$ cat src/rtl/pwm_dead_time_gen.sv
// Complementary half-bridge gate driver with programmable dead time, enable and
// a latched fault shutdown. It consumes the single-ended PWM command from the
// same clock domain.
module pwm_dead_time_gen #(
  parameter int DEAD_W = 8
) (
  input  logic              clk,
  input  logic              reset_n,
  input  logic              enable,
  input  logic [DEAD_W-1:0] dead_cycles,
  input  logic              pwm_in,
  input  logic              fault,
  input  logic              fault_clr,
  output logic              hs_out,
  output logic              ls_out,
  output logic              fault_latched,
  output logic              busy
);

  typedef enum logic [2:0] {OFF, DT_TO_HS, HS_ON, DT_TO_LS, LS_ON} state_t;

  localparam logic [DEAD_W-1:0] CNT_ONE = DEAD_W'(1);

  state_t            state_q, state_d;
  logic [DEAD_W-1:0] cnt_q, cnt_d;
  logic              flt_q, flt_d;
  logic              hs_q, ls_q, busy_q;

  always_ff @(posedge clk) begin
    if (!reset_n) begin
      state_q <= OFF;
      cnt_q   <= '0;
      flt_q   <= 1'b0;
      hs_q    <= 1'b0;
      ls_q    <= 1'b0;
      busy_q  <= 1'b0;
    end else begin
      state_q <= state_d;
      cnt_q   <= cnt_d;
      flt_q   <= flt_d;
      hs_q    <= (state_d == HS_ON);
      ls_q    <= (state_d == LS_ON);
      busy_q  <= (state_d == DT_TO_HS) || (state_d == DT_TO_LS);
    end
  end

  always_comb begin
    state_d = state_q;
    cnt_d   = cnt_q;
    flt_d   = flt_q;
    if (fault) begin
      flt_d   = 1'b1;
      state_d = OFF;
      cnt_d   = '0;
    end else begin
      if (fault_clr) flt_d = 1'b0;
      // The exit from OFF waits one edge after a clear because the gate uses the latched value.
      if (flt_q || !enable) begin
        state_d = OFF;
        cnt_d   = '0;
      end else begin
        case (state_q)
          OFF: begin
            state_d = pwm_in ? DT_TO_HS : DT_TO_LS;
            cnt_d   = dead_cycles;
          end
          HS_ON: if (!pwm_in) begin
            state_d = DT_TO_LS;
            cnt_d   = dead_cycles;
          end
          LS_ON: if (pwm_in) begin
            state_d = DT_TO_HS;
            cnt_d   = dead_cycles;
          end
          DT_TO_HS, DT_TO_LS: begin
            // A reversal keeps counting, so the off-time is measured from the last turn-off.
            if (cnt_q == '0) begin
              state_d = pwm_in ? HS_ON : LS_ON;
            end else begin
              state_d = pwm_in ? DT_TO_HS : DT_TO_LS;
              cnt_d   = cnt_q - CNT_ONE;
            end
          end
          default: begin
            state_d = OFF;
            cnt_d   = '0;
          end
        endcase
      end
    end
  end

  assign hs_out        = hs_q;
  assign ls_out        = ls_q;
  assign busy          = busy_q;
  assign fault_latched = flt_q;

endmodule
$ cat config.mk
export PLATFORM = sky130hd
export DESIGN_NAME = pwm_dead_time_gen
export DESIGN_NICKNAME = d
export VERILOG_FILES = /design/src/rtl/pwm_dead_time_gen.sv
export SDC_FILE = /design/constraint.sdc
export NUM_CORES = 1
export LEC_CHECK = 0
export ABC_CLOCK_PERIOD_IN_PS = 1940
export CORE_MARGIN = 2
export CORE_UTILIZATION = 50
export DETAILED_ROUTE_END_ITERATION = 6
export GPL_TIMING_DRIVEN = 0
export PLACE_DENSITY = 0.78
export SLEW_MARGIN = 15
export SYNTH_ARGS = -nofsm -noshare
export SYNTH_HDL_FRONTEND = slang
export SYNTH_SLANG_ARGS = --single-unit
$ cat constraint.sdc
create_clock -name clk -period 1.94 [get_ports clk]
set_input_delay 0.388 -clock clk [delete_from_list [all_inputs] [get_ports clk]]
set_output_delay 0.388 -clock clk [all_outputs]
set_load 0.03 [all_outputs]
# == Yosys cells after proc, flatten, opt, wreduce, memory -nomap -nowiden ==
# Index checks and enable logic that the tools add are counted.
# word_totals
elab_cells,42
regBits,15
in_bits,14
out_inout_bits,4
# classes
mux,14
n_eq_ne,11
reduce_logical,9
bitwise_logic,1
n_addsub,1
# op_table
operator,n
$pmux 8 s4,1
$mux 8,3
$mux 3,6
$eq 3x2->1 const B,4
$pmux 3 s4,1
$logic_not 8->1,1
$sub 8x1->8 const B,1
$eq 3x1->1 const B,2
$eq 3x3->1 const B,2
$ne 2x2->1 const B,3
$logic_not 3->1,1
$reduce_and 3->1,1
$reduce_or 3->1,1
$logic_or 1x1->1,2
$mux 1,2
$mux 2,1
$reduce_bool 2->1,1
$reduce_or 2->1,1
$logic_not 1->1,1
$not 1->1,1

# == Logic depth before layout (Yosys ltp) ==
# depth
ltp_word,7
mapped_depth,6
depth_no_buf,6

# == Worst setup path after synthesis ==
# No wires, ideal clock.
# synth_path
path_type,register to register
from,reg cnt_q[0]
to,reg cnt_q[0]
setup_ns,0.130
path_buffers,0
t_required_ns,1.810
path_stages_with_launch,7
path_slack_ns,0.428
t_arrival_ns,1.382
synth_period_minus_slack_ns,1.512
path_cell_list,dfxtp_1 -> inv_1 -> ha_1 -> nor3b_4 -> and3_2 -> a2111oi_0 -> nor3_1
# synth_between
elab_chain_len,3
word_cells_on_any_way,6
cone_classes,add/sub: 1; eq/ne: 1; mux: 2; reduce/logical: 2
# synth_rtl
element,line_no,source
"start, declared",25,"logic [DEAD_W-1:0] cnt_q, cnt_d;"
"start signal, assigned",39,cnt_q <= cnt_d;
$sub 8x1->8 or $logic_not 8->1 (tied branches),"81, 77",
$mux 8 or $ne 2x2->1 (tied branches),n/a,
$pmux 8 s4 or $reduce_and 3->1 (tied branches),n/a,
# Several ways; a longest one is shown, not always the timed one. The select of a mux whose other input is x is not followed.
# A chain may end at the register's enable or synchronous reset.

# == Worst setup path in the final report ==
# layout_path
from,reg flt_q (netlist: fault_latched)
to,out fault_latched
# layout_lines
element,line_no,source
"start, declared",26,"logic flt_q, flt_d;"
"start signal, assigned",40,flt_q <= flt_d;
"end, declared",16,"output logic fault_latched,"
# No word-level cell between the ends.

==> run_results.csv <==
group,metric,value,unit
sta,fmax,585,MHz
grt,overflow,0,
placed_design,place.detailed.hpwl,1440,um
placed_design,dp_slack,0.00724,ns
critical_path,slowest_stage,"clkdlybuf4s50_1",
synthesis,yosysUniqueCellTypes,37,
grt,grt_use_met3,0.0353,
synthesis,syn_avg_cell_area,8.63,um2
critical_path,endpoint_kind,"output pin",
flow_run,drv_cap,0,
critical_path,critPathMaxStageDelay,0.68,ns
grt,met2_usage,0.339,
critical_path,worst-setup-path-type,"register to output pin",
pwr,ir_drop,0.458,mV
clocking,cts_max_level,1,
floorplan,coreArea,1710,um2
route,drcViolationCount,0,
sta,setup_slack,0.230,ns
min_path,hp-start,"pwm_in",
floorplan,top_level_ports,18,
final_layout,finish.net_count,141,
critical_path,rrSetupSlack,0.25,ns
grt,grt_pass1_wl,3190,um
sta,tightestPinTransition,0.469,ns
placed_design,place_congestion,0.859,
pwr,p_total,0.643,mW
final_layout,multi_input_area,553,um2
critical_path,worst-path-buf-inv,1,
critical_path,cp_cell_sequence,"clkdlybuf4s50_1",
critical_path,crit_arrival,1.32,ns
synthesis,synth-seq-cells,15,
sta,setup_viol,0,
sta,hold_viol_final,0,
clocking,clk_pin_slew,0.09,ns
critical_path,cpLargestDelayFamily,"buffers and inverters",
placed_design,io_buffers,16,
sta,grt_setup_unrepaired,"false",
grt,grt_max_degree,11,
critical_path,reg2reg_from,"cnt_q[0]",
route,wire_per_inst,13.2,um
sta,finalSetupTns,0,ns
clocking,cts_setup_buffers,0,
sta,finalClockSkew,0.00210,ns
final_layout,most-common-layout-cells,"16 x a21oi_1, 16 x clkdlybuf4s50_1, 15 x dfxtp_1",
pwr,powerDensity,571,nW/um2
route,via_per_inst,5.90,
critical_path,start_kind,"register",
sta,period_minus_slack,1.71,ns
clocking,postCtsHoldBufs,0,
placed_design,dp_cells,146,
clocking,clock_sinks,15,
synthesis,synth.yosys.warnings,0,
grt,met1_usage,0.275,
route,dr.first_iter.drc_count,27,
final_layout,drive_above_1_share,0.136,
sta,post-route-period-util,0.881,
floorplan,die_h,46.6,um
floorplan,fp-row-count,15,
synthesis,syn-num-nets,120,
floorplan,die_w,46.6,um
run_status,outcome,"finished clean",
route,totalWireLength,1980,um
final_layout,fillers,162,
clocking,clk_latency,0.29,ns
critical_path,cp.required,1.55,ns
floorplan,start_util,0.530,
route,antenna_left,0,
clocking,cts_tree,"built",
clocking,cts_resized,0,
grt,top_usage_layer,"met2",
synthesis,ys_seq_area_frac,0.331,
synthesis,syn_area,906,um2
critical_path,setup.worst_path.start,"fault_latched",
synthesis,synthCells,105,
grt,grt.total_usage,0.214,
route,dr.pass1.iters,4,
grt,grt_pass1_vias,729,
sta,hold_ws,0.299,ns
floorplan,die_area,2170,um2
critical_path,cp_max_fo,3,
final_layout,seq_area,300,um2
final_layout,num_antenna_cells,0,
sta,drv_slew,0,
final_layout,syn2layout_area_growth,24.2,%
sta,maxSlewHeadroom,0.685,
clocking,cts_buffers,3,
route,dr_total_vias,885,
final_layout,final_cells,150,
min_path,hp-class,"input pin to register",
clocking,clockBufferDepth,2,
clocking,clock-root-buffer,"clkbuf_4",
grt,antenna_found_initial,0,
pwr,power.leakage,0.440,nW
worst register-to-register path, delay by kind of cell (launching register included):
family	cells	cell delay (ns)
adder cells (fa/ha/maj)	1	0.18
flip-flops	1	0.36
buffers and inverters	1	0.07
AND/OR/NAND/NOR	2	0.58
AO/OA/AOI/OAI	1	0.39
sequential cells by signal, summed over array words and instances, names as in the netlist:
signal / cells
busy: 1
fault_latched: 1
ls_out: 1
state_q: 3
hs_out: 1
cnt_q: 8
worst paths after layout:
check / end / cells past startpoint
max: fault_latched / 1
min: ls_out / 2
max reg2reg: state_q[2] / 5
min reg2reg: fault_latched / 2
power breakdown:
part | internal, mW | total, mW | leakage (nW) | switching [mW]
Clock | 0.0767 | 0.181 | 0.0177 | 0.105
Sequential | 0.317 | 0.327 | 0.122 | 0.0102
Combinational | 0.0689 | 0.134 | 0.300 | 0.0655
final cells by class:
cell class | instances | share of cell area
sequential | 15 | 0.267
inverter | 5 | 0.0167
clock buffer | 3 | 0.0200
clock inverter | 1 | 0.00445
tap | 25 | 0.0278
timing repair buffer | 16 | 0.142
buffer | 5 | 0.0300
multi-input combinational | 80 | 0.492
cells in the mapped netlist, drive strengths merged:
| master | n | area (um2) |
|---|---|---|
| a21oi | 18 | 105 |
| dfxtp | 15 | 300 |
| nor2 | 8 | 30.0 |
| nand3 | 7 | 47.6 |
| buf | 5 | 33.8 |
| inv | 5 | 18.8 |
| a2111oi | 4 | 37.5 |
| nor3 | 4 | 20.0 |
| o21ai | 4 | 20.0 |
| a21o | 3 | 22.5 |
| a32o | 3 | 30.0 |
| and2 | 3 | 18.8 |
| nand2 | 3 | 11.3 |
| o31ai | 3 | 22.5 |
| a211o | 2 | 17.5 |
| nand2b | 2 | 12.5 |
| nand3b | 2 | 15.0 |
| nor2b | 2 | 12.5 |
| nor4 | 2 | 33.8 |
| a211oi | 1 | 7.51 |
| a22o | 1 | 8.76 |
| and3 | 1 | 7.51 |
| ha | 1 | 12.5 |
| nand4 | 1 | 6.26 |
| nor3b | 1 | 18.8 |
| o211ai | 1 | 7.51 |
| or3b | 1 | 11.3 |
| or4 | 1 | 7.51 |
| xnor2 | 1 | 8.76 |
kinds of logic (layout without fill, tap and decap cells):
logic type,after synthesis,count (layout),share of synthesized area
AOI/OAI and AO/OA,40,40,0.308
and+or+nand+nor,38,38,0.279
DFF,15,15,0.331
buffers and inverters,10,30,0.0580
adders and majority gates,1,1,0.0138
xor gates and xnor gates,1,1,0.00967
stage by stage:
stage               area, um2   util
floorplan                 906      -
global placement         1100  0.642
detailed placement       1100  0.642
CTS                      1120  0.659
global route             1120  0.659
finish                   1120  0.659
layer usage:
metal	routed length, um	vias up	share of wire
li1	-	439	-
met1	878	409	0.44
met4	27	0	0.014
met5	0	-	0
met3	123	4	0.062
met2	949	33	0.48
Power figures use the tool's default switching activity.
